--- config.mk ---
export PLATFORM = sky130hd
export DESIGN_NAME = mips_multicycle_core
export DESIGN_NICKNAME = d
export VERILOG_FILES = /design/src/rtl/mips_multicycle_core.sv
export SDC_FILE = /design/constraint.sdc
export NUM_CORES = 2
export LEC_CHECK = 0
export CAP_MARGIN = 30
export CORE_MARGIN = 2
export CORE_UTILIZATION = 35
export DETAILED_ROUTE_END_ITERATION = 10
export GPL_TIMING_DRIVEN = 0
export HOLD_SLACK_MARGIN = 0.12
export PLACE_DENSITY = 0.51
export SLEW_MARGIN = 40
export SYNTH_ARGS = -nofsm -noshare
export SYNTH_HDL_FRONTEND = slang
export SYNTH_SLANG_ARGS = --single-unit
--- constraint.sdc ---
create_clock -name clk -period 61.7 [get_ports clk]
set_input_delay 9.255 -clock clk [delete_from_list [all_inputs] [get_ports clk]]
set_output_delay 9.255 -clock clk [all_outputs]
set_load 0.02 [all_outputs]
--- src/rtl/mips_multicycle_core.sv ---
// Multicycle MIPS-subset core: FETCH/DECODE/EXEC/MEM/WB over one
// word-addressed memory port with a ready handshake.
module mips_multicycle_core #(
  parameter int unsigned XLEN     = 32,
  parameter int unsigned ADDR_W   = 10,
  parameter int unsigned RESET_PC = 0
) (
  input  logic              clk,
  input  logic              rst,
  output logic              mem_req,
  output logic              mem_we,
  output logic [ADDR_W-1:0] mem_addr,
  output logic [XLEN-1:0]   mem_wdata,
  input  logic [XLEN-1:0]   mem_rdata,
  input  logic              mem_ready,
  output logic [ADDR_W-1:0] pc,
  output logic [2:0]        state,
  output logic              halted,
  output logic              illegal
);

  typedef enum logic [2:0] {
    S_FETCH  = 3'd0,
    S_DECODE = 3'd1,
    S_EXEC   = 3'd2,
    S_MEM    = 3'd3,
    S_WB     = 3'd4,
    S_HALT   = 3'd5
  } state_e;

  state_e            state_q, state_d;
  logic [ADDR_W-1:0] pc_q, pc_d;
  logic [31:0]       ir_q, ir_d;
  logic [XLEN-1:0]   a_q, a_d;
  logic [XLEN-1:0]   b_q, b_d;
  logic [XLEN-1:0]   mdr_q, mdr_d;
  logic [XLEN-1:0]   alu_q, alu_d;
  logic              halted_q, halted_d;
  logic              illegal_q, illegal_d;
  logic [XLEN-1:0]   rf_q [32];

  logic              rf_we;
  logic [4:0]        rf_waddr;
  logic [XLEN-1:0]   rf_wdata;

  logic [31:0]       fetch_word;

  if (XLEN >= 32) begin : g_wide
    assign fetch_word = mem_rdata[31:0];
  end else begin : g_narrow
    assign fetch_word = {{(32-XLEN){1'b0}}, mem_rdata};
  end

  logic [5:0]  op, func;
  logic [4:0]  rs, rt, rd;
  logic [15:0] imm;
  logic [25:0] target;

  assign op     = ir_q[31:26];
  assign rs     = ir_q[25:21];
  assign rt     = ir_q[20:16];
  assign rd     = ir_q[15:11];
  assign func   = ir_q[5:0];
  assign imm    = ir_q[15:0];
  assign target = ir_q[25:0];

  // Shamt and high target/data bits are intentionally ignored.
  logic unused_bits;
  assign unused_bits = ^{ir_q, mem_rdata};

  logic [XLEN-1:0]   sext_imm, zext_imm;
  logic [ADDR_W-1:0] br_tgt;

  assign sext_imm = XLEN'($signed(imm));
  assign zext_imm = XLEN'(imm);
  assign br_tgt   = pc_q + ADDR_W'($signed(imm));

  logic d_add, d_sub, d_and, d_or, d_slt, d_jr;
  logic d_lw, d_sw, d_addi, d_xori, d_beq, d_bne;
  logic d_j, d_jal, d_halt, d_ill, d_alu_r;

  always_comb begin
    d_add  = 1'b0;
    d_sub  = 1'b0;
    d_and  = 1'b0;
    d_or   = 1'b0;
    d_slt  = 1'b0;
    d_jr   = 1'b0;
    d_lw   = 1'b0;
    d_sw   = 1'b0;
    d_addi = 1'b0;
    d_xori = 1'b0;
    d_beq  = 1'b0;
    d_bne  = 1'b0;
    d_j    = 1'b0;
    d_jal  = 1'b0;
    d_halt = 1'b0;
    d_ill  = 1'b0;
    case (op)
      6'b000000: begin
        case (func)
          6'b100000: d_add = 1'b1;
          6'b100010: d_sub = 1'b1;
          6'b100100: d_and = 1'b1;
          6'b100101: d_or  = 1'b1;
          6'b101010: d_slt = 1'b1;
          6'b001000: d_jr  = 1'b1;
          default:   d_ill = 1'b1;
        endcase
      end
      6'b100011: d_lw   = 1'b1;
      6'b101011: d_sw   = 1'b1;
      6'b001000: d_addi = 1'b1;
      6'b001110: d_xori = 1'b1;
      6'b000100: d_beq  = 1'b1;
      6'b000101: d_bne  = 1'b1;
      6'b000010: d_j    = 1'b1;
      6'b000011: d_jal  = 1'b1;
      6'b111111: d_halt = 1'b1;
      default:   d_ill  = 1'b1;
    endcase
  end

  assign d_alu_r = d_add | d_sub | d_and | d_or | d_slt;

  logic [XLEN-1:0] alu_res;

  always_comb begin
    alu_res = '0;
    if (d_add)               alu_res = a_q + b_q;
    else if (d_sub)          alu_res = a_q - b_q;
    else if (d_and)          alu_res = a_q & b_q;
    else if (d_or)           alu_res = a_q | b_q;
    else if (d_slt)          alu_res = XLEN'($signed(a_q) < $signed(b_q));
    else if (d_xori)         alu_res = a_q ^ zext_imm;
    else if (d_addi | d_lw | d_sw) alu_res = a_q + sext_imm;
  end

  logic [XLEN-1:0] rs_val, rt_val;

  assign rs_val = (rs == 5'd0) ? '0 : rf_q[rs];
  assign rt_val = (rt == 5'd0) ? '0 : rf_q[rt];

  always_comb begin
    state_d   = state_q;
    pc_d      = pc_q;
    ir_d      = ir_q;
    a_d       = a_q;
    b_d       = b_q;
    mdr_d     = mdr_q;
    alu_d     = alu_q;
    halted_d  = halted_q;
    illegal_d = illegal_q;
    rf_we     = 1'b0;
    rf_waddr  = '0;
    rf_wdata  = '0;
    case (state_q)
      S_FETCH: begin
        if (mem_ready) begin
          ir_d    = fetch_word;
          pc_d    = pc_q + ADDR_W'(1);
          state_d = S_DECODE;
        end
      end
      S_DECODE: begin
        a_d     = rs_val;
        b_d     = rt_val;
        state_d = S_EXEC;
        if (d_ill) begin
          halted_d  = 1'b1;
          illegal_d = 1'b1;
          state_d   = S_HALT;
        end else if (d_halt) begin
          halted_d = 1'b1;
          state_d  = S_HALT;
        end else if (d_j) begin
          pc_d    = ADDR_W'(target);
          state_d = S_FETCH;
        end else if (d_jal) begin
          // pc_q already holds the return address here
          rf_we    = 1'b1;
          rf_waddr = 5'd31;
          rf_wdata = XLEN'(pc_q);
          pc_d     = ADDR_W'(target);
          state_d  = S_FETCH;
        end
      end
      S_EXEC: begin
        alu_d   = alu_res;
        state_d = S_FETCH;
        if ((d_beq && a_q == b_q) || (d_bne && a_q != b_q))
          pc_d = br_tgt;
        if (d_jr)
          pc_d = ADDR_W'(a_q);
        if (d_lw || d_sw)
          state_d = S_MEM;
        if (d_alu_r || d_addi || d_xori)
          state_d = S_WB;
      end
      S_MEM: begin
        if (mem_ready) begin
          state_d = S_FETCH;
          if (d_lw) begin
            mdr_d   = mem_rdata;
            state_d = S_WB;
          end
        end
      end
      S_WB: begin
        rf_we    = 1'b1;
        rf_waddr = d_alu_r ? rd : rt;
        rf_wdata = d_lw ? mdr_q : alu_q;
        state_d  = S_FETCH;
      end
      S_HALT: state_d = S_HALT;
      default: state_d = S_HALT;
    endcase
  end

  always_ff @(posedge clk or posedge rst) begin
    if (rst) begin
      state_q   <= S_FETCH;
      pc_q      <= ADDR_W'(RESET_PC);
      ir_q      <= '0;
      a_q       <= '0;
      b_q       <= '0;
      mdr_q     <= '0;
      alu_q     <= '0;
      halted_q  <= 1'b0;
      illegal_q <= 1'b0;
      for (int i = 0; i < 32; i++) rf_q[i] <= '0;
    end else begin
      state_q   <= state_d;
      pc_q      <= pc_d;
      ir_q      <= ir_d;
      a_q       <= a_d;
      b_q       <= b_d;
      mdr_q     <= mdr_d;
      alu_q     <= alu_d;
      halted_q  <= halted_d;
      illegal_q <= illegal_d;
      if (rf_we && rf_waddr != 5'd0)
        rf_q[rf_waddr] <= rf_wdata;
    end
  end

  // Port outputs are forced quiet while reset is held.
  logic in_fetch, in_mem;

  assign in_fetch = !rst && (state_q == S_FETCH);
  assign in_mem   = !rst && (state_q == S_MEM);

  assign mem_req   = in_fetch || in_mem;
  assign mem_we    = in_mem && d_sw;
  assign mem_wdata = (in_mem && d_sw) ? b_q : '0;
  assign mem_addr  = in_fetch ? pc_q :
                     in_mem   ? ADDR_W'(alu_q) : '0;

  assign pc      = pc_q;
  assign state   = state_q;
  assign halted  = halted_q;
  assign illegal = illegal_q;

endmodule

==> results.json <==
{
  "cts_root_buf": "clkbuf_16",
  "cts_tree": "yes",
  "critical-path-slowest-cell": "clkdlybuf4s50_1",
  "cts_resized": 0,
  "power_density_nw_per_um2": 21.6,
  "row_count": 161,
  "synthFlopType": "dfrtp_1",
  "ys_warn_count": 0,
  "slowest_delay_ps": 720,
  "synth_edf_count": 0,
  "synth.area.top_cells": "dfrtp_1 44%, mux4_2 12%, o21ai_0 7.3%",
  "post-route-period-util_pct": 35.1,
  "start_util_pct": 35.2,
  "grt_overflow": 0,
  "place_inst": 9356,
  "skew_ps": 33.7,
  "timing.rr.end": "b_q[26]$_DFFE_PP0P_",
  "num_io_pins": 94,
  "hold_path.class": "reg -> reg",
  "crit_type": "in -> out",
  "dr.first_iter.drc_count": 7922,
  "cp.arrival_ps": 12430,
  "grt_pass1_wl_microns": 458000,
  "nFillCells": 18900,
  "worst_r2r_startpoint": "ir_q[16]$_DFFE_PP0P_",
  "route.detailed.drc": 0,
  "area_growth_pct": 16.1,
  "setup_tns_ps": 0,
  "vias": 59600,
  "synthDistinctLibCells": 79,
  "final_cell_mix": "1198 x dfrtp_1, 1015 x nand2_1, 983 x o21ai_0",
  "final_nets": 7154,
  "ys_async_sr_fraction_pct": 100,
  "worstMarginPinSlew_ps": 1000,
  "synth-adder-area-share_pct": 2.64,
  "hpwl_microns": 263000,
  "hold-path-cell-count": 1,
  "synth_nets": 6846,
  "drive_gt1_share_pct": 18.2,
  "seq_area_frac_synth_pct": 44.2,
  "htreeDepth": 4,
  "peakVddDrop_uv": 30.9,
  "synthCells": 6670,
  "die_h_microns": 445,
  "firstDrtPassIters": 6,
  "synth_top_area_share_pct": 44.2,
  "synth_compound_area_share_pct": 16.4,
  "yosys.area_share.simple_pct": 9.95,
  "gp_congestion": 1.03,
  "antenna_found_initial": 26,
  "pre_cts_ws_ps": 40010,
  "fin_crit_ps": 21680,
  "wirelength_microns": 332000,
  "cts_buffers": 142,
  "yosysTopAreaCell": "dfrtp_1",
  "port_buffers": 93,
  "grt_pass1_vias": 57500,
  "critPathLaunchType": "primary input",
  "fin_util_pct": 40.9,
  "rsz0062_at_grt": "no",
  "setup_ws_ps": 40020,
  "post_synth_xor_area_fraction_pct": 0.761,
  "grt.total_usage_pct": 33.0,
  "syn_area_sq_um": 67900,
  "viasPerCell": 6.19,
  "grt_max_degree": 79,
  "drv_slew": 0,
  "max_cap_viol_count": 0,
  "fmax_mhz": 46.1,
  "clock_path_buffers": 3,
  "die_area_sq_um": 198000,
  "synth_seq_cells": 1199,
  "relSlewSlack_pct": 32.5,
  "rr_worst_depth": 11,
  "clk_latency_ps": 820,
  "stdcell_count": 9629,
  "hold_slack_ps": 484,
  "ctsHoldBuffers": 0,
  "wl_per_cell_microns": 34.5,
  "crit_chain": "clkdlybuf4s50_1, nor3_1, nand2_1, clkbuf_1, nor3_1, clkdlybuf4s50_1",
  "coreArea_sq_um": 193000,
  "ant_nets": 0,
  "synth_mux_area_share_pct": 21.8,
  "cp.required_ps": 52440,
  "reg2reg_slack_ps": 55990,
  "crit_path_max_fanout": 10,
  "synth_top_family_by_area": "multiplexers",
  "cts_setup_buffers": 0,
  "holdPathEnd": "rf_q[1021]$_DFFE_PP0P_",
  "leakagePower_nw": 31.7,
  "die_w_microns": 445,
  "cts.reportedPaths.clkPinSlew_ps": 60,
  "mostFrequentLayoutCell": "dfrtp_1",
  "setup_violations": 0,
  "avgSynthCellArea_sq_um": 10.2,
  "worstHoldStart": "rf_q[1021]$_DFFE_PP0P_",
  "outcome": "complete, no violations",
  "cp-end-kind": "primary output",
  "hold_violations": 0,
  "clkSinkCount": 1199
}
[cell families after synthesis]
logic type / after synthesis
compound gates: 1956
xor+xnor: 59
fa+ha+maj: 141
buf+inv: 738
flops: 1199
mux: 980
simple gates: 1597
[cell usage after synthesis (all sizes together), types with 108 or more instances]
cell type     n
a21oi       454
buf         108
clkbuf      521
dfrtp      1199
ha          137
inv         108
mux2        312
mux2i       301
mux4        367
nand2      1017
nor2        241
nor3        132
o21ai       992
o22ai       139
[registers in the layout (all words and copies together), names as in the netlist]
signal   count
b_q         32
mdr_q       32
ir_q        32
a_q         32
state        3
pc          10
illegal      1
alu_q       32
halted       1
rf_q      1024
[worst max-delay path, delay by kind of cell]
family	cells	cell delay, ps
and+or+nand+nor	3	1490
buffers and inverters	3	1670
[worst max path at each step]
| stage | end | slack, ps | start | cells past startpoint |
|---|---|---|---|---|
| global route | mem_wdata[14] | 39980 | rst | 6 |
| floorplan | a_q[0]$_DFFE_PP0P_ | 18670 | rst | 1 |
| global placement | rf_q[728]$_DFFE_PP0P_ | 3040 | rst | 2 |
| CTS | mem_wdata[16] | 40000 | rst | 6 |
| detailed placement | mem_wdata[16] | 40010 | rst | 6 |
| finish | mem_wdata[9] | 40020 | rst | 6 |
[through the flow]
step / total power, W / cell area, sq um
2_1_floorplan: 0.000814 / 67900
3_3_place_gp: 0.000824 / 72000
3_5_place_dp: 0.000826 / 73900
4_1_cts: 0.00171 / 78700
5_1_grt: 0.00174 / 78900
6_report: 0.00171 / 78900
[per-layer routing]
metal | vias up | share of wire, % | track usage [%]
li1 | 24900 | - | -
met1 | 30600 | 40 | 43.0
met2 | 3293 | 45 | 51.6
met3 | 693 | 9.7 | 8.24
met4 | 14 | 5.4 | 15.3
met5 | - | 0.027 | 0
[where the power goes]
group          switching (W)  internal (W)
Sequential                 0      0.000786
Clock               0.000369      0.000525
Combinational      0.0000194    0.00000540
[layout make-up]
class                   count  area [sq um]  area share (%)
diodes                     12          30.0          0.0381
plain buffers             629          2710            3.43
clock buffers             203          4160            5.27
clock inverters            54           709           0.899
inverters                 109           417           0.528
multi-input cells        4733         35300            44.8
flip-flops and latches   1199         30000            38.0
well taps                2526          3160            4.01
repair buffers            164          2380            3.02
Note: power is estimated with default switching activity, not from simulation.
